$ cat src/rtl/rv_wb_commit_arbiter.sv
// Packet-aware round-robin arbiter sharing the writeback port among commit sources; a grant stays
// locked to one source until its eop beat is accepted. Optional starvation boost: WB_ARB_STARVE_EN.
module rv_wb_commit_arbiter #(
  parameter int NUM_REQS     = 5,
  parameter int NW_BITS      = 2,
  parameter int NUM_THREADS  = 4,
  parameter int NR_BITS      = 5,
  parameter int DATAW        = 1 + NW_BITS + 32 + NUM_THREADS + NR_BITS + NUM_THREADS * 32,
  parameter int STARVE_LIMIT = 15,
  localparam int IDXW        = (NUM_REQS > 1) ? $clog2(NUM_REQS) : 1
) (
  input  logic                      clk,
  input  logic                      reset,
  input  logic [NUM_REQS-1:0]       valid_in,
  input  logic [NUM_REQS*DATAW-1:0] data_in,
  input  logic [NUM_REQS-1:0]       eop_in,
  output logic [NUM_REQS-1:0]       ready_in,
  output logic                      valid_out,
  output logic [DATAW-1:0]          data_out,
  output logic                      eop_out,
  output logic [IDXW-1:0]           grant_idx_out,
  input  logic                      ready_out,
  output logic [0:0]                dbg_state,
  output logic [IDXW-1:0]           dbg_rr_ptr
);

  localparam logic [0:0] IDLE   = 1'b0;
  localparam logic [0:0] LOCKED = 1'b1;

  logic [0:0]          state;
  logic [IDXW-1:0]     owner;
  logic [IDXW-1:0]     rr_ptr;

  logic                load;
  logic                fire;
  logic                fire_eop;
  logic                has_grant;
  logic [IDXW-1:0]     grant_idx;
  logic [NUM_REQS-1:0] ready_vec;

  logic                rr_found;
  logic [IDXW-1:0]     rr_idx;
  logic [IDXW:0]       cand;

  logic                starved_found;
  logic [IDXW-1:0]     starved_idx;

  assign dbg_state  = state;
  assign dbg_rr_ptr = rr_ptr;

  // Handshake: a source beat transfers when valid_in[i] & ready_in[i]; the output beat transfers
  // when valid_out & ready_out. The output stage reloads whenever it is empty or being drained.
  assign load = ~valid_out | ready_out;

  always_comb begin
    rr_found = 1'b0;
    rr_idx   = '0;
    cand     = '0;
    for (int k = 0; k < NUM_REQS; k++) begin
      cand = {1'b0, rr_ptr} + (IDXW+1)'(k);
      if (cand >= (IDXW+1)'(NUM_REQS)) begin
        cand = cand - (IDXW+1)'(NUM_REQS);
      end
      if (!rr_found && valid_in[cand[IDXW-1:0]]) begin
        rr_found = 1'b1;
        rr_idx   = cand[IDXW-1:0];
      end
    end
  end

`ifdef WB_ARB_STARVE_EN
  localparam int SW = $clog2(STARVE_LIMIT + 1);

  logic [SW-1:0] starve_cnt [NUM_REQS];

  always_comb begin
    starved_found = 1'b0;
    starved_idx   = '0;
    for (int i = 0; i < NUM_REQS; i++) begin
      if (!starved_found && valid_in[i] && (starve_cnt[i] == SW'(STARVE_LIMIT))) begin
        starved_found = 1'b1;
        starved_idx   = IDXW'(i);
      end
    end
  end

  // Counters saturate so a source that keeps waiting stays eligible for the boost.
  always_ff @(posedge clk) begin
    for (int i = 0; i < NUM_REQS; i++) begin
      if (reset) begin
        starve_cnt[i] <= '0;
      end else if (valid_in[i] && ready_vec[i]) begin
        starve_cnt[i] <= '0;
      end else if (valid_in[i] && (starve_cnt[i] != SW'(STARVE_LIMIT))) begin
        starve_cnt[i] <= starve_cnt[i] + 1'b1;
      end
    end
  end
`else
  assign starved_found = 1'b0;
  assign starved_idx   = '0;
`endif

  // A lock holds the grant on its owner even while the owner is idle, so packets never interleave.
  always_comb begin
    grant_idx = rr_idx;
    has_grant = rr_found;
    if (state == LOCKED) begin
      grant_idx = owner;
      has_grant = 1'b1;
    end else if (starved_found) begin
      grant_idx = starved_idx;
      has_grant = 1'b1;
    end
  end

  always_comb begin
    ready_vec = '0;
    if (load && has_grant) begin
      ready_vec[grant_idx] = 1'b1;
    end
  end

  assign ready_in = ready_vec;
  assign fire     = |(valid_in & ready_vec);
  assign fire_eop = eop_in[grant_idx];

  always_ff @(posedge clk) begin
    if (reset) begin
      valid_out     <= 1'b0;
      data_out      <= '0;
      eop_out       <= 1'b0;
      grant_idx_out <= '0;
    end else if (load) begin
      valid_out <= fire;
      if (fire) begin
        data_out      <= data_in[grant_idx*DATAW +: DATAW];
        eop_out       <= fire_eop;
        grant_idx_out <= grant_idx;
      end
    end
  end

  always_ff @(posedge clk) begin
    if (reset) begin
      state  <= IDLE;
      owner  <= '0;
      rr_ptr <= '0;
    end else if (fire) begin
      if (fire_eop) begin
        state  <= IDLE;
        rr_ptr <= (grant_idx == IDXW'(NUM_REQS - 1)) ? '0 : grant_idx + 1'b1;
      end else begin
        state <= LOCKED;
        owner <= grant_idx;
      end
    end
  end

endmodule

$ cat config.mk
export PLATFORM = sky130hd
export DESIGN_NAME = rv_wb_commit_arbiter
export DESIGN_NICKNAME = d
export VERILOG_FILES = /design/src/rtl/rv_wb_commit_arbiter.sv
export SDC_FILE = /design/constraint.sdc
export NUM_CORES = 1
export LEC_CHECK = 0
export BUFFER_PORTS_ARGS = -buffer_cell sky130_fd_sc_hd__buf_2
export CAP_MARGIN = 20
export CORE_AREA = 10 10 398 400
export DETAILED_ROUTE_END_ITERATION = 7
export DIE_AREA = 0 0 408 410
export PLACE_DENSITY_LB_ADDON = 0.2
export SETUP_SLACK_MARGIN = 0.1
export SYNTH_ARGS = -nofsm -noshare
export SYNTH_HDL_FRONTEND = slang
export SYNTH_SLANG_ARGS = --single-unit
$ cat constraint.sdc
create_clock -name clk -period 19.4 [get_ports clk]
set_clock_uncertainty 0.2 [all_clocks]
set_input_delay 5.82 -clock clk [delete_from_list [all_inputs] [get_ports clk]]
set_output_delay 5.82 -clock clk [all_outputs]
set_load 0.05 [all_outputs]
======== Word level (Yosys, flattened, before mapping) ========
Cells that the tools add are included.
W data, S select, Z words.
word-level totals
  register bits after elaboration ......... 184
  latch bits .............................. 0
  RAM bits ................................ 0
  bits in read-only memories .............. 0
  memories kept ........................... 0
cells by class
  add/subtract/negate cells ............... 10
  multipliers ............................. 1
  divide/modulo/power cells ............... 0
  magnitude comparators ................... 12
  equal/unequal tests ..................... 1
  shift-type cells ........................ 1
  multiplexer cells ....................... 34
  bitwise logic cells ..................... 4
  reduce and logical (&&, ||, !) cells .... 14
operator list
  kind                   count
  $shiftx A860 B12 Y172  1
  $mux W3                12
  $lt A3 B4 Y1 const B   6
  $bmux W1 S3            6
  $ge A4 B3 Y1 const B   4
  $sub A3 B3 Y3 const B  5
  $mux W1                14
  $mul A3 B6 Y9 const B  1
  $add A3 B2 Y4 const B  2
  $logic_and A1 B1 Y1    6
  $reduce_and A2 Y1      3
  $and A5 B5 Y5          1
  $mux W5                1
  $reduce_or A5 Y1       1
  $add A3 B1 Y4 const B  1
  $add A3 B3 Y4 const B  1
  $logic_not A1 Y1       4
  $add A3 B1 Y3 const B  1
  $demux W1 S3           1
  $eq A3 B3 Y1 const B   1
  $ge A3 B1 Y1 const B   1
  $ge A3 B3 Y1 const B   1
  $not A1 Y1             2
  $or A1 B1 Y1           1

======== Depth between registers and ports, before layout ========
  depth after elaboration ................. 26
  mapped depth ............................ 23

======== Least setup slack after synthesis ========
Ideal clock, no wire load.
  path kind ............................... input port to output port
  start point ............................. in valid_in[3]
  end point ............................... out ready_in[2]
  arrival time ............................ 9.544 ns
  setup slack ............................. 3.836 ns
  stages on the path ...................... 13
  buffers on the path ..................... 4
  cells stage by stage .................... mux4_2 -> nand3_1 -> a21oi_1 -> or3_1 -> buf_2 -> o2111ai_1 -> a31oi_1 -> a221oi_4 -> buf_2 -> buf_2 -> buf_1 -> inv_1 -> nor3_1
between the ends
  longest elaborated chain between the ends .. 21
  elaborated cells between the ends (all ways) .. 37
  those cells by class .................... order compare: 2; mux: 25; reduce/logical: 10
ends and longest elaborated chain
  element                                                             line  RTL
  start: declaration                                                  14    input logic [NUM_REQS-1:0] valid_in,
  $bmux W1 S3                                                         64    if (!rr_found && valid_in[cand[IDXW-1:0]]) begin
  $mux W1 (implied by the code)                                       64
  $mux W1                                                             64
  $logic_not A1 Y1                                                    64
  $logic_and A1 B1 Y1                                                 64
  $mux W1                                                             64
  $logic_not A1 Y1                                                    64
  $logic_and A1 B1 Y1                                                 64
  [5 not listed]                                                      --
  $logic_and A1 B1 Y1                                                 64
  $mux W3                                                             64
  $mux W3                                                             108   if (state == LOCKED) begin
  $lt A3 B4 Y1 (implied by the code) or $ge A3 B1 Y1 (tied branches)  120   ready_vec[grant_idx] = 1'b1;
  $logic_and A1 B1 Y1 (implied by the code)                           120
  $mux W1 (implied by the code)                                       120
  $demux W1 S3                                                        120
  $mux W5 (*)                                                         119   if (load && has_grant) begin
  end: declaration                                                    17    output logic [NUM_REQS-1:0] ready_in,
Mark *: on every way between the ends. The rest lies on a longest branch, timed or not. The select of a mux whose other input is x is not followed.

======== Final worst setup path ========
  start point ............................. in valid_in[3]
  end point ............................... out ready_in[4]
Same word-level chain as after synthesis.

==> metrics.cfg <==
[sta]
hold_viol=0
setup_violations=0
maxSlewViolCount=0
finalCritPeriodShare=0.797
tns_ns=0
setup_ws_ns=3.94
finalCriticalPeriod_ns=15.46
maxSlewHeadroom=0.331
max_freq_mhz=64.7
worstMarginPinSlew_ns=1.00
rsz0062_at_grt=no

[die]
io_pins=1059
die_height_um=410
die_w_um=408
start_util=0.0982
num_rows=143
dieArea_um2=167000
core_area_um2=151000

[grt]
gr-usage-met1=0.149
grt_pass1_vias=18800
grt_max_degree=131
grt_pass1_wl_um=148000
grt-ovfl-total=0
grt_usage=0.123
met2_usage=0.208
use_met3=0.0428
gr-max-usage-layer=met2
antenna_found_initial=30

[routing]
wl_per_cell_um=23.0
via_per_inst=3.78
first_pass_iters=7
via_count=18100
drt_iter0_markers=1048
ant_nets=0
routed_wl_um=110000
post-route-drc-count=0

[layout]
seqCellArea_um2=3680
fin_util=0.150
multiInputGateArea_um2=10100
n_fill_cell=17600
area_growth_pct=52.7
drive_above_1_share=0.471
fin_area_um2=22600
layout.nets=3606

[clock_tree]
cts_root_buffer=clkbuf_16
hold_buffers=0
path_clk_slew_ns=0.08
htree_levels=4
clock_sinks=184
numCtsBuffers=17
clk_latency_ns=0.50
cts_tree=done
ctsResizeCount=0
cts_setup_buffers=0
clockBufferDepth=2

[power]
leakage_uw=0.00942
finalPower_uw=5770
vdd_ir_drop_max_mv=0.257
p_per_area_nw_per_um2=255

[status]
run_status=completed

[worst_setup_path]
worstSetupEndpointType=primary output
arrival_ns=9.44
r2r-end=data_out[110]
cp_max_fo=85
rrSetupSlack_ns=11.93
cp.required_ns=13.38
startpoint_type=input port
r2r_start=dbg_rr_ptr[1]
r2r_cells=18
crit_type=input port to primary output

[synthesis]
synth_seq_area_share=0.249
synth_ff_type=dfxtp_1
syn_area_um2=14800
ys_types=72
synth_warnings=0
yosys_register_bits=184
synth_edf_count=0
synthArstFlopShare=0
avgSynthCellArea_um2=8.15
netlist_instances=1818
synth_nets=2701

[placement]
pre_cts_slack_ns=3.88
place_area_um2=22000
dp_hpwl_um=91900
place.gp.congestion=0.895
portBuffers=1058

[min_path]
min_path_cells=2
hold_start=owner[1]
min_path_type=flop to flop
hold_end=owner[1]

[run]
max_cap_violations=0

-- layout make-up --
type / instances / share of cell area
Antenna cell: 7 / 0.000775
Clock buffer: 19 / 0.0200
Clock inverter: 13 / 0.00581
Inverter: 12 / 0.00199
Multi-Input combinational cell: 1416 / 0.448
Sequential cell: 184 / 0.163
Tap cell: 2030 / 0.112
Timing Repair Buffer: 1092 / 0.248
-- per-stage QoR --
stage               hold WS [ns]  std cells
global route               0.302       4769
CTS                        0.275       4766
finish                     0.271       4773
floorplan                  0.242       1818
global placement           0.256       4734
detailed placement         0.261       4734
-- state kept, by name, indices dropped and copies added, names as in the netlist --
name,cells
eop_out,1
owner,3
dbg_state,1
grant_idx_out,3
dbg_rr_ptr,3
data_out,172
valid_out,1
-- cells in the mapped netlist, types with 12 or more instances --
cell type	number	area share
buf_4	17	0.0086
a31oi_1	23	0.0097
a211oi_2	15	0.013
nor2b_1	162	0.068
a211oi_1	162	0.082
a221oi_1	155	0.092
buf_6	12	0.0091
mux2i_1	160	0.11
buf_2	38	0.013
mux2_2	38	0.029
nor3_2	92	0.062
nor2_1	216	0.055
nand2_1	14	0.0035
clkbuf_1	129	0.033
a21oi_1	168	0.057
dfxtp_1	184	0.25
nor3_1	72	0.024
a22oi_1	17	0.0086
-- critical path, stage by stage --
cell,delay (ns)
buf_2,0.18
mux4_2,0.50
nand3_1,0.10
a21oi_1,0.10
or3_1,0.48
mux2_1,0.24
o21ai_1,0.06
a2111oi_0,0.82
nor3_4,0.11
buf_12,0.24
inv_2,0.15
and3_1,0.27
buf_2,0.33
-- routing by layer --
metal,wire [um],vias to the layer above
met5,111,-
met4,2080,16
met3,8980,74
met2,53300,650
met1,45200,8608
li1,-,8704
-- logic make-up after synthesis --
logic type	Yosys count	synth area share
simple gates	604	0.236
compound gates	593	0.291
buf+inv	218	0.0689
mux	202	0.142
flops	184	0.249
fa+ha+maj	10	0.00896
xor+xnor	7	0.00414
-- report_power, final --
part / total [uW] / internal [uW] / switching, uW
Clock: 378 / 178 / 200
Combinational: 4780 / 1450 / 3330
Sequential: 606 / 535 / 71.2
-- placed cells by master, fill, tap and decap left out, types with 5 or more instances in the layout --
cell type and instances:
a211oi_1 161, buf_2 1057, and3_1 5, nand2b_1 8
a21oi_1 167, nand2_1 14, nor3_2 92, a211oi_2 16
inv_1 11, xnor2_1 7, buf_4 30, nand3_1 8
a31oi_1 23, nor2b_1 162, a221oi_1 155, a22oi_1 17
diode_2 7, inv_8 5, nor3_1 71, nor2_1 216
ha_1 9, mux2i_1 160, o21ai_1 6, o21ai_0 9
dfxtp_1 184, mux2_2 38, o31ai_1 6, clkbuf_16 17
-- how the worst max path moves through the flow --
stage	start	depth (start not counted)	endpoint	slack (ns)
6_report	valid_in[3]	13	ready_in[4]	3.94
3_5_place_dp	valid_in[3]	13	ready_in[4]	3.88
2_1_floorplan	valid_in[3]	13	ready_in[2]	3.84
3_3_place_gp	valid_in[3]	13	ready_in[4]	3.90
5_1_grt	valid_in[3]	13	ready_in[4]	3.65
4_1_cts	valid_in[3]	13	ready_in[4]	3.87
No activity file was read; power rests on OpenSTA's default activity.
